--- src/rtl/fc_ctrl.sv ---
// Layer sequencer for the fully-connected datapath. It walks output blocks by
// input blocks and, for each pair, handshakes the loader, starts the AGU and waits for it.
module fc_ctrl #(
    parameter int CNT_W = 8
) (
    input  logic             clk,
    input  logic             rst,
    input  logic             start,
    output logic             done,
    output logic             busy,
    input  logic [1:0]       conf_mode,
    input  logic [CNT_W-1:0] conf_in_blk,
    input  logic [CNT_W-1:0] conf_out_blk,
    input  logic [CNT_W-1:0] conf_idx_cnt,
    input  logic [CNT_W-1:0] conf_trip_cnt,
    output logic             buf_req,
    input  logic             buf_ready,
    output logic             buf_release,
    output logic             agu_start,
    input  logic             agu_done,
    output logic [1:0]       agu_mode,
    output logic [CNT_W-1:0] agu_idx_cnt,
    output logic [CNT_W-1:0] agu_trip_cnt,
    output logic             agu_is_new,
    output logic             wb_req,
    input  logic             wb_ack,
    output logic [CNT_W-1:0] in_idx,
    output logic [CNT_W-1:0] out_idx
);

    // state    | meaning
    // IDLE     | waiting for start; config latched on acceptance
    // WAIT_BUF | buf_req high until the loader grants buffers
    // ISSUE    | one-cycle agu_start for the current (in_idx, out_idx)
    // RUN      | waiting for agu_done
    // WB       | wb_req high until the writeback engine acks
    // FIN      | one-cycle done pulse
    typedef enum logic [2:0] {
        S_IDLE,
        S_WAIT_BUF,
        S_ISSUE,
        S_RUN,
        S_WB,
        S_FIN
    } state_t;

    state_t           state, state_nxt;
    logic [CNT_W-1:0] in_blk_q, out_blk_q;
    logic [CNT_W-1:0] in_idx_nxt, out_idx_nxt;
    logic             latch_conf;
    logic             release_nxt;
    logic             last_in, last_out;

    // Latched counts are non-zero whenever these are evaluated, so the -1 never wraps.
    assign last_in  = (in_idx  == in_blk_q  - CNT_W'(1));
    assign last_out = (out_idx == out_blk_q - CNT_W'(1));

    always_comb begin
        state_nxt   = state;
        in_idx_nxt  = in_idx;
        out_idx_nxt = out_idx;
        latch_conf  = 1'b0;
        release_nxt = 1'b0;
        case (state)
            S_IDLE: begin
                if (start) begin
                    latch_conf  = 1'b1;
                    in_idx_nxt  = '0;
                    out_idx_nxt = '0;
                    if (conf_in_blk == '0 || conf_out_blk == '0)
                        state_nxt = S_FIN;
                    else
                        state_nxt = S_WAIT_BUF;
                end
            end
            S_WAIT_BUF: begin
                if (buf_ready)
                    state_nxt = S_ISSUE;
            end
            S_ISSUE: begin
                state_nxt = S_RUN;
            end
            S_RUN: begin
                if (agu_done) begin
                    release_nxt = 1'b1;
                    if (last_in) begin
                        state_nxt = S_WB;
                    end else begin
                        in_idx_nxt = in_idx + CNT_W'(1);
                        state_nxt  = S_WAIT_BUF;
                    end
                end
            end
            S_WB: begin
                if (wb_ack) begin
                    if (last_out) begin
                        state_nxt = S_FIN;
                    end else begin
                        out_idx_nxt = out_idx + CNT_W'(1);
                        in_idx_nxt  = '0;
                        state_nxt   = S_WAIT_BUF;
                    end
                end
            end
            S_FIN: begin
                state_nxt = S_IDLE;
            end
            default: begin
                state_nxt = S_IDLE;
            end
        endcase
    end

    always_ff @(posedge clk) begin
        if (!rst) begin
            state        <= S_IDLE;
            in_idx       <= '0;
            out_idx      <= '0;
            in_blk_q     <= '0;
            out_blk_q    <= '0;
            agu_mode     <= '0;
            agu_idx_cnt  <= '0;
            agu_trip_cnt <= '0;
            buf_release  <= 1'b0;
        end else begin
            state       <= state_nxt;
            in_idx      <= in_idx_nxt;
            out_idx     <= out_idx_nxt;
            buf_release <= release_nxt;
            if (latch_conf) begin
                in_blk_q     <= conf_in_blk;
                out_blk_q    <= conf_out_blk;
                agu_mode     <= conf_mode;
                agu_idx_cnt  <= conf_idx_cnt;
                agu_trip_cnt <= conf_trip_cnt;
            end
        end
    end

    assign busy       = (state != S_IDLE);
    assign buf_req    = (state == S_WAIT_BUF);
    assign agu_start  = (state == S_ISSUE);
    assign agu_is_new = agu_start && (in_idx == '0);
    assign wb_req     = (state == S_WB);
    assign done       = (state == S_FIN);

endmodule
--- config.mk ---
export PLATFORM = sky130hd
export DESIGN_NAME = fc_ctrl
export DESIGN_NICKNAME = d
export VERILOG_FILES = /design/src/rtl/fc_ctrl.sv
export SDC_FILE = /design/constraint.sdc
export NUM_CORES = 1
export LEC_CHECK = 0
export ABC_CLOCK_PERIOD_IN_PS = 2700
export CAP_MARGIN = 0
export CORE_MARGIN = 2
export CORE_UTILIZATION = 48
export CTS_CLUSTER_DIAMETER = 60
export DETAILED_ROUTE_END_ITERATION = 6
export PLACE_DENSITY_LB_ADDON = 0.25
export SLEW_MARGIN = 0
export SYNTH_ARGS = -nofsm -noshare
export SYNTH_HDL_FRONTEND = slang
export SYNTH_SLANG_ARGS = --single-unit
--- constraint.sdc ---
create_clock -name clk -period 2.7 [get_ports clk]
set_input_delay 0.405 -clock clk [delete_from_list [all_inputs] [get_ports clk]]
set_output_delay 0.405 -clock clk [all_outputs]
set_load 0.05 [all_outputs]
==> flow_summary.yaml, run 1 <==
outcome:
  status: "complete, no violations"
floorplanning:
  num_rows: 28
  io_pins: 81
  die_w_um: 82.2
  start_util_pct: 49.6
  die_h_um: 82.2
  core_area_sq_um: 5920
  die_area_sq_um: 6750
timing:
  worstMarginPinSlew_ns: 0.520
  worst_slack_ns: 0.173
  setup_tns_ns: 0
  finalMaxSlewViolations: 0
  fmax_ghz: 0.396
  relSlewSlack_pct: 65.2
  finalHoldViolCount: 0
  setup_viol: 0
  rsz0062_at_grt: "false"
  fin_crit_sh_pct: 93.6
  min_period_ns: 2.53
  clock_skew_ns: 0.00818
clocking:
  cts_buffer_depth: 2
  holdBufCountCts: 0
  numCtsBuffers: 5
  tritoncts: "done"
  clk_latency_ns: 0.31
  post_cts_resized: 0
  cts.sinks: 54
  post-cts-setup-buffer-count: 0
  clk_transition_reported_paths_ns: 0.09
  cts_root_buf: "clkbuf_8"
  h-tree-depth: 2
logic_synthesis:
  seq_area_frac_synth_pct: 36.8
  async_flop_share_pct: 0
  yosys_warnings: 0
  synth_edf_count: 0
  synth_largest_area_cell: "dfxtp_1"
  syn-num-nets: 402
  yosys_register_bits: 54
  ys.flop_type: "dfxtp_1"
  yosysMostFrequentCell: "nand2_1"
  syn_inst: 357
  avgSynthCellArea_sq_um: 8.22
  syn_area_sq_um: 2930
  synth.area.top_cells: "dfxtp_1 (37%), nand2_1 (10%), a21boi_0 (8.7%), xor2_1 (5.7%), xnor2_1 (3.6%)"
  synth_common_cells: "nand2_1 (81), dfxtp_1 (54), a21boi_0 (34)"
  synth.distinct_cells: 54
  synth_top_area_share_pct: 36.8
detailed_routing:
  route.detailed.drc: 0
  ant_nets: 0
  dr.pass1.iters: 4
  viasPerCell: 5.31
  avgRoutedWirePerCell_um: 13.7
  drtIter0Drc: 97
  num_vias: 2715
  wl_mm: 7.01
finish:
  postLayoutCellArea_sq_um: 3920
  drive_gt1_share_pct: 7.57
  finalNetCount: 482
  syn_to_final_growth_pct: 33.5
  n_antenna_cell: 0
  fillers: 516
power_and_ir_drop:
  power_density_nw_per_um2: 480
  ir_drop_mv: 0.281
  cellLeakagePower_nw: 1.47
global_routing:
  grt_pass1_wl_mm: 11.7
  antenna_found_initial: 0
  grt_pass1_vias: 2557
  grt_overflow: 0
  grt_max_degree: 42
  track_usage_pct: 22.5
place:
  dpl_cell_area_sq_um: 3830
  io_buffers: 80
  hpwl_mm: 5.19
  dp_slack_ns: 0.178
  gp_congestion: 0.797
critical_path:
  r2r_end: "in_idx[5]$_SDFFE_PN0P_"
  cp-start-kind: "flip-flop"
  cp-end-kind: "output pin"
  crit_fanout: 11
  rrSetupSlack_ns: 0.18
  cp_data_arrival_time_ns: 2.12
  required_ns: 2.30
  crit_type: "flip-flop to output pin"
  r2r_start: "out_blk_q[2]$_SDFFE_PN0P_"
  crit_end: "agu_start"
  reg2reg_depth: 8
  setup.worst_path.start: "state[1]$_SDFFE_PN0P_"
run:
  maxCapViolations: 0
hold_path:
  hp-start: "agu_trip_cnt[6]$_SDFFE_PN0P_"
  hold_path_class: "flip-flop to flip-flop"
through the flow:
step	utilization [%]	hold WS [ns]	instances	power [mW]
3_5_place_dp	64.7	0.456	505	1.44
6_report	66.2	0.465	511	1.88
4_1_cts	66.1	0.469	511	1.90
2_1_floorplan	-	0.455	357	1.26
5_1_grt	66.2	0.486	511	1.98
3_3_place_gp	64.7	0.449	505	1.42
worst min path at each step:
stage | endpoint | slack, ns | cells past startpoint
after detailed placement | agu_trip_cnt[6]$_SDFFE_PN0P_ | 0.46 | 2
final | agu_trip_cnt[6]$_SDFFE_PN0P_ | 0.46 | 2
after floorplan | in_blk_q[7]$_SDFFE_PN0P_ | 0.46 | 2
after global placement | agu_mode[1]$_SDFFE_PN0P_ | 0.45 | 2
after CTS | agu_trip_cnt[6]$_SDFFE_PN0P_ | 0.47 | 2
after global routing | agu_mode[1]$_SDFFE_PN0P_ | 0.49 | 2
registers in the layout, summed over array words and instances, names as in the netlist:
signal        flops
agu_mode          2
agu_trip_cnt      8
buf_release       1
in_idx            8
in_blk_q          8
state             3
out_idx           8
agu_idx_cnt       8
out_blk_q         8
critical path: stages, from the launching register on:
cell             delay, ns
dfxtp_1               0.53
nand2b_1              0.15
nor2_1                0.26
clkdlybuf4s50_1       0.86
where the power goes:
group	leakage [nW]	total (mW)	internal, mW	switching (mW)
Sequential	0.441	0.883	0.840	0.0428
Combinational	0.984	0.537	0.228	0.309
Clock	0.0431	0.460	0.199	0.261
routing by layer:
layer  track usage (%)  share of wire [%]  vias to the layer above
met5                 0                  0                        -
li1                  -                  -                     1384
met1              29.1                 45                     1261
met2              35.8                 48                       60
met4              8.17                1.5                        0
met3              6.20                5.6                       10
layout make-up:
cell class / count / area [sq um] / share of cell area (%)
sequential: 54 / 1080 / 27.6
clock buffer: 6 / 82.6 / 2.11
multi-input combinational: 278 / 1760 / 45.0
inverter: 10 / 37.5 / 0.958
timing repair buffer: 88 / 858 / 21.9
tap: 75 / 93.8 / 2.40
cells in the final DEF (no fill, tap or decap), types with 6 or more instances in the layout:
cell type        count
xnor2_1             12
clkbuf_8             6
buf_4                9
a21boi_0            34
nand2_1             81
nand3_1             10
dfxtp_1             54
inv_1               10
and3_1               6
a21oi_1             10
nand4_1              8
clkdlybuf4s50_1     79
nor2_1              20
xor2_1              19
kinds of logic (layout without fill, tap and decap cells):
logic type / count (synthesis) / count (layout) / synth area share [%]
multiplexers: 4 / 4 / 1.41
XOR/XNOR: 32 / 32 / 9.81
AND/OR/NAND/NOR: 169 / 169 / 28.5
buffers and inverters: 25 / 104 / 3.71
flip-flops: 54 / 54 / 36.8
AO/OA/AOI/OAI: 68 / 68 / 17.6
adder cells (fa/ha/maj): 5 / 5 / 2.13
Note: power is estimated with default switching activity, not from simulation.
==> inputs of run 2 (changes only) <==
Settings changed: ABC_AREA set to 1, ABC_CLOCK_PERIOD_IN_PS 2700 to 2600, CORE_UTILIZATION 48 to 49.
Clock period 2.7 ns to 2.6 ns, I/O delays scaled along.
==> flow_summary.yaml, run 2 <==
timing:
  setup_viol: 0
  relSlewSlack_pct: 64.3
  setup_tns_ns: 0
  worstMarginPinSlew_ns: 0.533
  finalMaxSlewViolations: 0
  clock_skew_ns: 0.0138
  finalHoldViolCount: 0
  fin_crit_sh_pct: 94.2
  min_period_ns: 2.45
  worst_slack_ns: 0.151
  fmax_ghz: 0.408
  rsz0062_at_grt: "false"
global_routing:
  grt_pass1_wl_mm: 12.4
  grt_overflow: 0
  track_usage_pct: 23.3
  grt_pass1_vias: 2838
  grt_max_degree: 32
  antenna_found_initial: 0
clocking:
  h-tree-depth: 2
  tritoncts: "done"
  clk_latency_ns: 0.32
  cts_root_buf: "clkbuf_8"
  post-cts-setup-buffer-count: 0
  cts.sinks: 54
  cts_buffer_depth: 2
  post_cts_resized: 0
  numCtsBuffers: 5
  clk_transition_reported_paths_ns: 0.11
  holdBufCountCts: 0
finish:
  utilization_pct: 67.6
  mostFrequentLayoutCells: "nand2_1 (116), clkdlybuf4s50_1 (80), dfxtp_1 (54)"
  fillers: 547
  drive_gt1_share_pct: 6.12
  postLayoutCellArea_sq_um: 4020
  syn_to_final_growth_pct: 33.0
  n_antenna_cell: 0
  finalNetCount: 583
  layout_commonest_cell: "nand2_1"
detailed_routing:
  num_vias: 3209
  dr.pass1.iters: 4
  avgRoutedWirePerCell_um: 12.7
  wl_mm: 7.78
  drtIter0Drc: 138
  ant_nets: 0
  route.detailed.drc: 0
  viasPerCell: 5.23
critical_path:
  crit_path_top_delay_cell: "clkdlybuf4s50_1"
  crit_fanout: 5
  slowest_delay_ns: 0.82
  cp_data_arrival_time_ns: 2.06
  crit_type: "flip-flop to output pin"
  required_ns: 2.21
  rrSetupSlack_ns: 0.49
  path_cells: "inv_1 > nor3_2 > nor3b_2 > clkdlybuf4s50_1"
  cp-end-kind: "output pin"
  cp-start-kind: "flip-flop"
logic_synthesis:
  syn-num-nets: 504
  ys.flop_type: "dfxtp_1"
  avgSynthCellArea_sq_um: 6.59
  synth_largest_area_cell: "dfxtp_1"
  synth_top_area_share_pct: 35.7
  synth_common_cells: "nand2_1 (116), dfxtp_1 (54), a21oi_1 (51)"
  async_flop_share_pct: 0
  synth.distinct_cells: 30
  syn_area_sq_um: 3030
  yosys_warnings: 0
  seq_area_frac_synth_pct: 35.7
  yosys_register_bits: 54
  synth_edf_count: 0
  syn_inst: 459
  yosysMostFrequentCell: "nand2_1"
  synth.area.top_cells: "dfxtp_1 (36%), nand2_1 (14%), a21oi_1 (8.4%), nand3_1 (7.9%), inv_1 (6.0%)"
place:
  gp_congestion: 0.948
  hpwl_mm: 5.85
  io_buffers: 80
  dp_slack_ns: 0.502
  dpl_cell_area_sq_um: 3930
floorplanning:
  start_util_pct: 50.8
  die_area_sq_um: 6820
  die_w_um: 82.6
  core_area_sq_um: 5960
  num_rows: 28
  io_pins: 81
  die_h_um: 82.6
power_and_ir_drop:
  cellLeakagePower_nw: 1.61
  ir_drop_mv: 0.360
  power_density_nw_per_um2: 637
outcome:
  status: "complete, no violations"
run:
  maxCapViolations: 0
hold_path:
  hold_path_class: "flip-flop to flip-flop"
[run 2: changes by cell type in the layout (fill, tap and decap cells not counted), sizes merged, moves of 7 or more]
| cell | before | now |
|---|---|---|
| xnor2 | 13 | 4 |
| inv | 10 | 53 |
| nor2 | 22 | 48 |
| nand3 | 10 | 51 |
| xor2 | 19 | 12 |
| a21oi | 11 | 51 |
| a21boi | 34 | 0 |
| nand2 | 83 | 117 |
| o21ai | 4 | 21 |
[run 2: per-stage QoR]
step | power (mW) | cells | hold slack (ns)
after floorplan | 1.76 | 459 | 0.448
after global placement | 2.06 | 606 | 0.447
after detailed placement | 2.08 | 606 | 0.455
after CTS | 2.57 | 614 | 0.473
after global routing | 2.72 | 614 | 0.486
final | 2.56 | 614 | 0.470
[run 2: layer usage]
layer  global-route usage (%)  routed length, um  vias to the layer above
met3                     6.09                432                       14
met1                     27.5               3500                     1462
li1                         -                  -                     1651
met5                        0                  0                        -
met2                     40.6               3700                       82
met4                     8.52                153                        0
[run 2: path summary, 6_finish.rpt]
kind,startpoint,endpoint,cells past startpoint
max,state[1]$_SDFFE_PN0P_,agu_is_new,4
min,agu_mode[0]$_SDFFE_PN0P_,agu_mode[0]$_SDFFE_PN0P_,2
max reg2reg,out_blk_q[0]$_SDFFE_PN0P_,in_idx[6]$_SDFFE_PN0P_,14
min reg2reg,agu_mode[0]$_SDFFE_PN0P_,agu_mode[0]$_SDFFE_PN0P_,2
[run 2: logic make-up after synthesis]
family,synth area share (%)
AND/OR/NAND/NOR,36.7
XOR/XNOR,4.63
buffers and inverters,8.60
flip-flops,35.7
adder cells (fa/ha/maj),2.07
AO/OA/AOI/OAI,12.3
[run 2: area by class of cell]
| cell class | instances | area (sq um) | area share (%) |
|---|---|---|---|
| inverter | 53 | 201 | 5.01 |
| clock buffer | 5 | 68.8 | 1.71 |
| timing repair buffer | 86 | 858 | 21.3 |
| tap | 75 | 93.8 | 2.33 |
| sequential | 54 | 1080 | 26.9 |
| clock inverter | 3 | 26.3 | 0.653 |
| multi-input combinational | 338 | 1690 | 42.1 |
[run 2: power breakdown]
| part | total [mW] | leakage [nW] | switching (mW) | internal, mW |
|---|---|---|---|---|
| Sequential | 0.988 | 0.442 | 0.0756 | 0.913 |
| Combinational | 1.08 | 1.12 | 0.694 | 0.385 |
| Clock | 0.498 | 0.0483 | 0.303 | 0.195 |
[run 2: worst max-delay path: cells and delay by family (launching register included)]
family	cells	cell delay, ns
buffers and inverters	2	0.93
DFF	1	0.43
and+or+nand+nor	2	0.37
==> inputs of run 3 (changes only) <==
Settings changed: CORE_UTILIZATION 49 to 50, CTS_BUF_LIST set to sky130_fd_sc_hd__clkbuf_2.
==> flow_summary.yaml, run 3 (same netlist as run 2, synthesis figures left out) <==
timing:
  min_period_ns: 2.50
  relSlewSlack_pct: 55.1
  rsz0062_at_grt: "false"
  hold_slack_ns: 0.451
  fin_crit_sh_pct: 96.1
  worstMarginPinSlew_ns: 0.673
  worst_slack_ns: 0.100
  fmax_ghz: 0.400
  clock_skew_ns: 0.0243
  setup_tns_ns: 0
  setup_viol: 0
  finalHoldViolCount: 0
  finalMaxSlewViolations: 0
finish:
  drive_gt1_share_pct: 5.77
  mostFrequentLayoutCells: "nand2_1 (116), clkdlybuf4s50_1 (76), dfxtp_1 (54)"
  syn_to_final_growth_pct: 31.1
  n_antenna_cell: 0
  postLayoutCellArea_sq_um: 3970
  fillers: 543
  finalNetCount: 581
  layout_commonest_cell: "nand2_1"
clocking:
  cts_buffer_depth: 2
  cts.sinks: 54
  holdBufCountCts: 0
  post-cts-setup-buffer-count: 0
  cts_root_buf: "clkbuf_2"
  post_cts_resized: 1
  clk_latency_ns: 0.45
  numCtsBuffers: 5
  clk_transition_reported_paths_ns: 0.29
  h-tree-depth: 2
  tritoncts: "done"
detailed_routing:
  dr.pass1.iters: 4
  viasPerCell: 5.16
  num_vias: 3156
  ant_nets: 0
  route.detailed.drc: 0
  avgRoutedWirePerCell_um: 12.3
  drtIter0Drc: 133
  wl_mm: 7.54
critical_path:
  reg2reg_depth: 16
  cp_data_arrival_time_ns: 2.11
  crit_path_top_delay_cell: "clkdlybuf4s50_1"
  path_cells: "inv_1 > nor3_2 > clkdlybuf4s50_1"
  r2r_end: "out_idx[1]$_SDFFE_PN0P_"
  slowest_delay_ns: 0.87
  r2r_start: "out_blk_q[0]$_SDFFE_PN0P_"
  crit_type: "flip-flop to output pin"
  rrSetupSlack_ns: 0.49
  required_ns: 2.21
  cp-start-kind: "flip-flop"
  crit_fanout: 5
  cp-end-kind: "output pin"
outcome:
  status: "complete, no violations"
place:
  gp_congestion: 0.881
  dp_slack_ns: 0.491
  dpl_cell_area_sq_um: 3910
  hpwl_mm: 5.69
  io_buffers: 80
global_routing:
  track_usage_pct: 23.5
  grt_overflow: 0
  grt_pass1_vias: 2884
  grt_pass1_wl_mm: 12.5
  grt_max_degree: 38
  antenna_found_initial: 0
floorplanning:
  num_rows: 28
  die_h_um: 81.8
  start_util_pct: 51.4
  io_pins: 81
  core_area_sq_um: 5890
  die_area_sq_um: 6690
  die_w_um: 81.8
power_and_ir_drop:
  p_int_mw: 1.37
  ir_drop_mv: 0.339
  netSwitchingFraction_pct: 43.1
  cellLeakagePower_nw: 1.64
  combPwrFrac_pct: 44.3
  power_mw: 2.41
  power_density_nw_per_um2: 609
  power.share.clock_pct: 14.6
  seq_power_share_pct: 41.1
  p_sw_mw: 1.04
hold_path:
  hold_depth: 3
  hp-start: "agu_done"
  hold_path_class: "input pin to flip-flop"
  worstHoldEndpoint: "buf_release$_SDFF_PN0_"
run:
  maxCapViolations: 0
==> run 3: critical path, delay by kind of cell, from the launching register on <==
kind / cells / cell delay (ns)
buffers and inverters: 2 / 0.97
DFF: 1 / 0.48
and+or+nand+nor: 1 / 0.21
==> run 3: how the worst max path moves through the flow <==
stage,startpoint,cells after the start,slack [ns],end
floorplan,state[0]$_SDFFE_PN0P_,8,0.29,state[1]$_SDFFE_PN0P_
global placement,in_idx[0]$_SDFFE_PN0P_,5,0.54,agu_is_new
detailed placement,state[1]$_SDFFE_PN0P_,4,0.49,agu_is_new
CTS,state[1]$_SDFFE_PN0P_,4,0.05,wb_req
global route,state[1]$_SDFFE_PN0P_,3,0.01,agu_start
finish,state[1]$_SDFFE_PN0P_,3,0.10,agu_start
==> run 3: per-layer routing <==
metal | track usage (%) | share of wire, % | up-vias
met5 | 0 | 0 | -
met4 | 5.67 | 0.98 | 0
met3 | 7.47 | 7.4 | 6
met2 | 39.0 | 46 | 82
met1 | 29.7 | 46 | 1416
li1 | - | - | 1652
==> run 3: through the flow <==
| stage | utilization [%] | cells |
|---|---|---|
| detailed placement | 66.5 | 604 |
| CTS | 67.3 | 612 |
| global placement | 66.5 | 604 |
| finish | 67.4 | 612 |
| floorplan | - | 459 |
| global route | 67.4 | 612 |
==> run 3: power by group through the flow <==
stage	sequential, mW	clock [mW]	combinational (mW)
after floorplan	1.14	0	0.621
after global placement	1.00	0	1.05
after detailed placement	1.01	0	1.07
after CTS	0.991	0.367	1.07
after global routing	1.01	0.401	1.19
final	0.991	0.353	1.07
==> run 3: cell type report <==
type | count | area (sq um) | share of cell area [%]
sequential | 54 | 1080 | 27.3
inverter | 53 | 201 | 5.08
tap | 75 | 93.8 | 2.37
clock inverter | 2 | 16.3 | 0.410
clock buffer | 6 | 30.0 | 0.757
timing repair buffer | 84 | 850 | 21.4
multi-input combinational | 338 | 1690 | 42.7
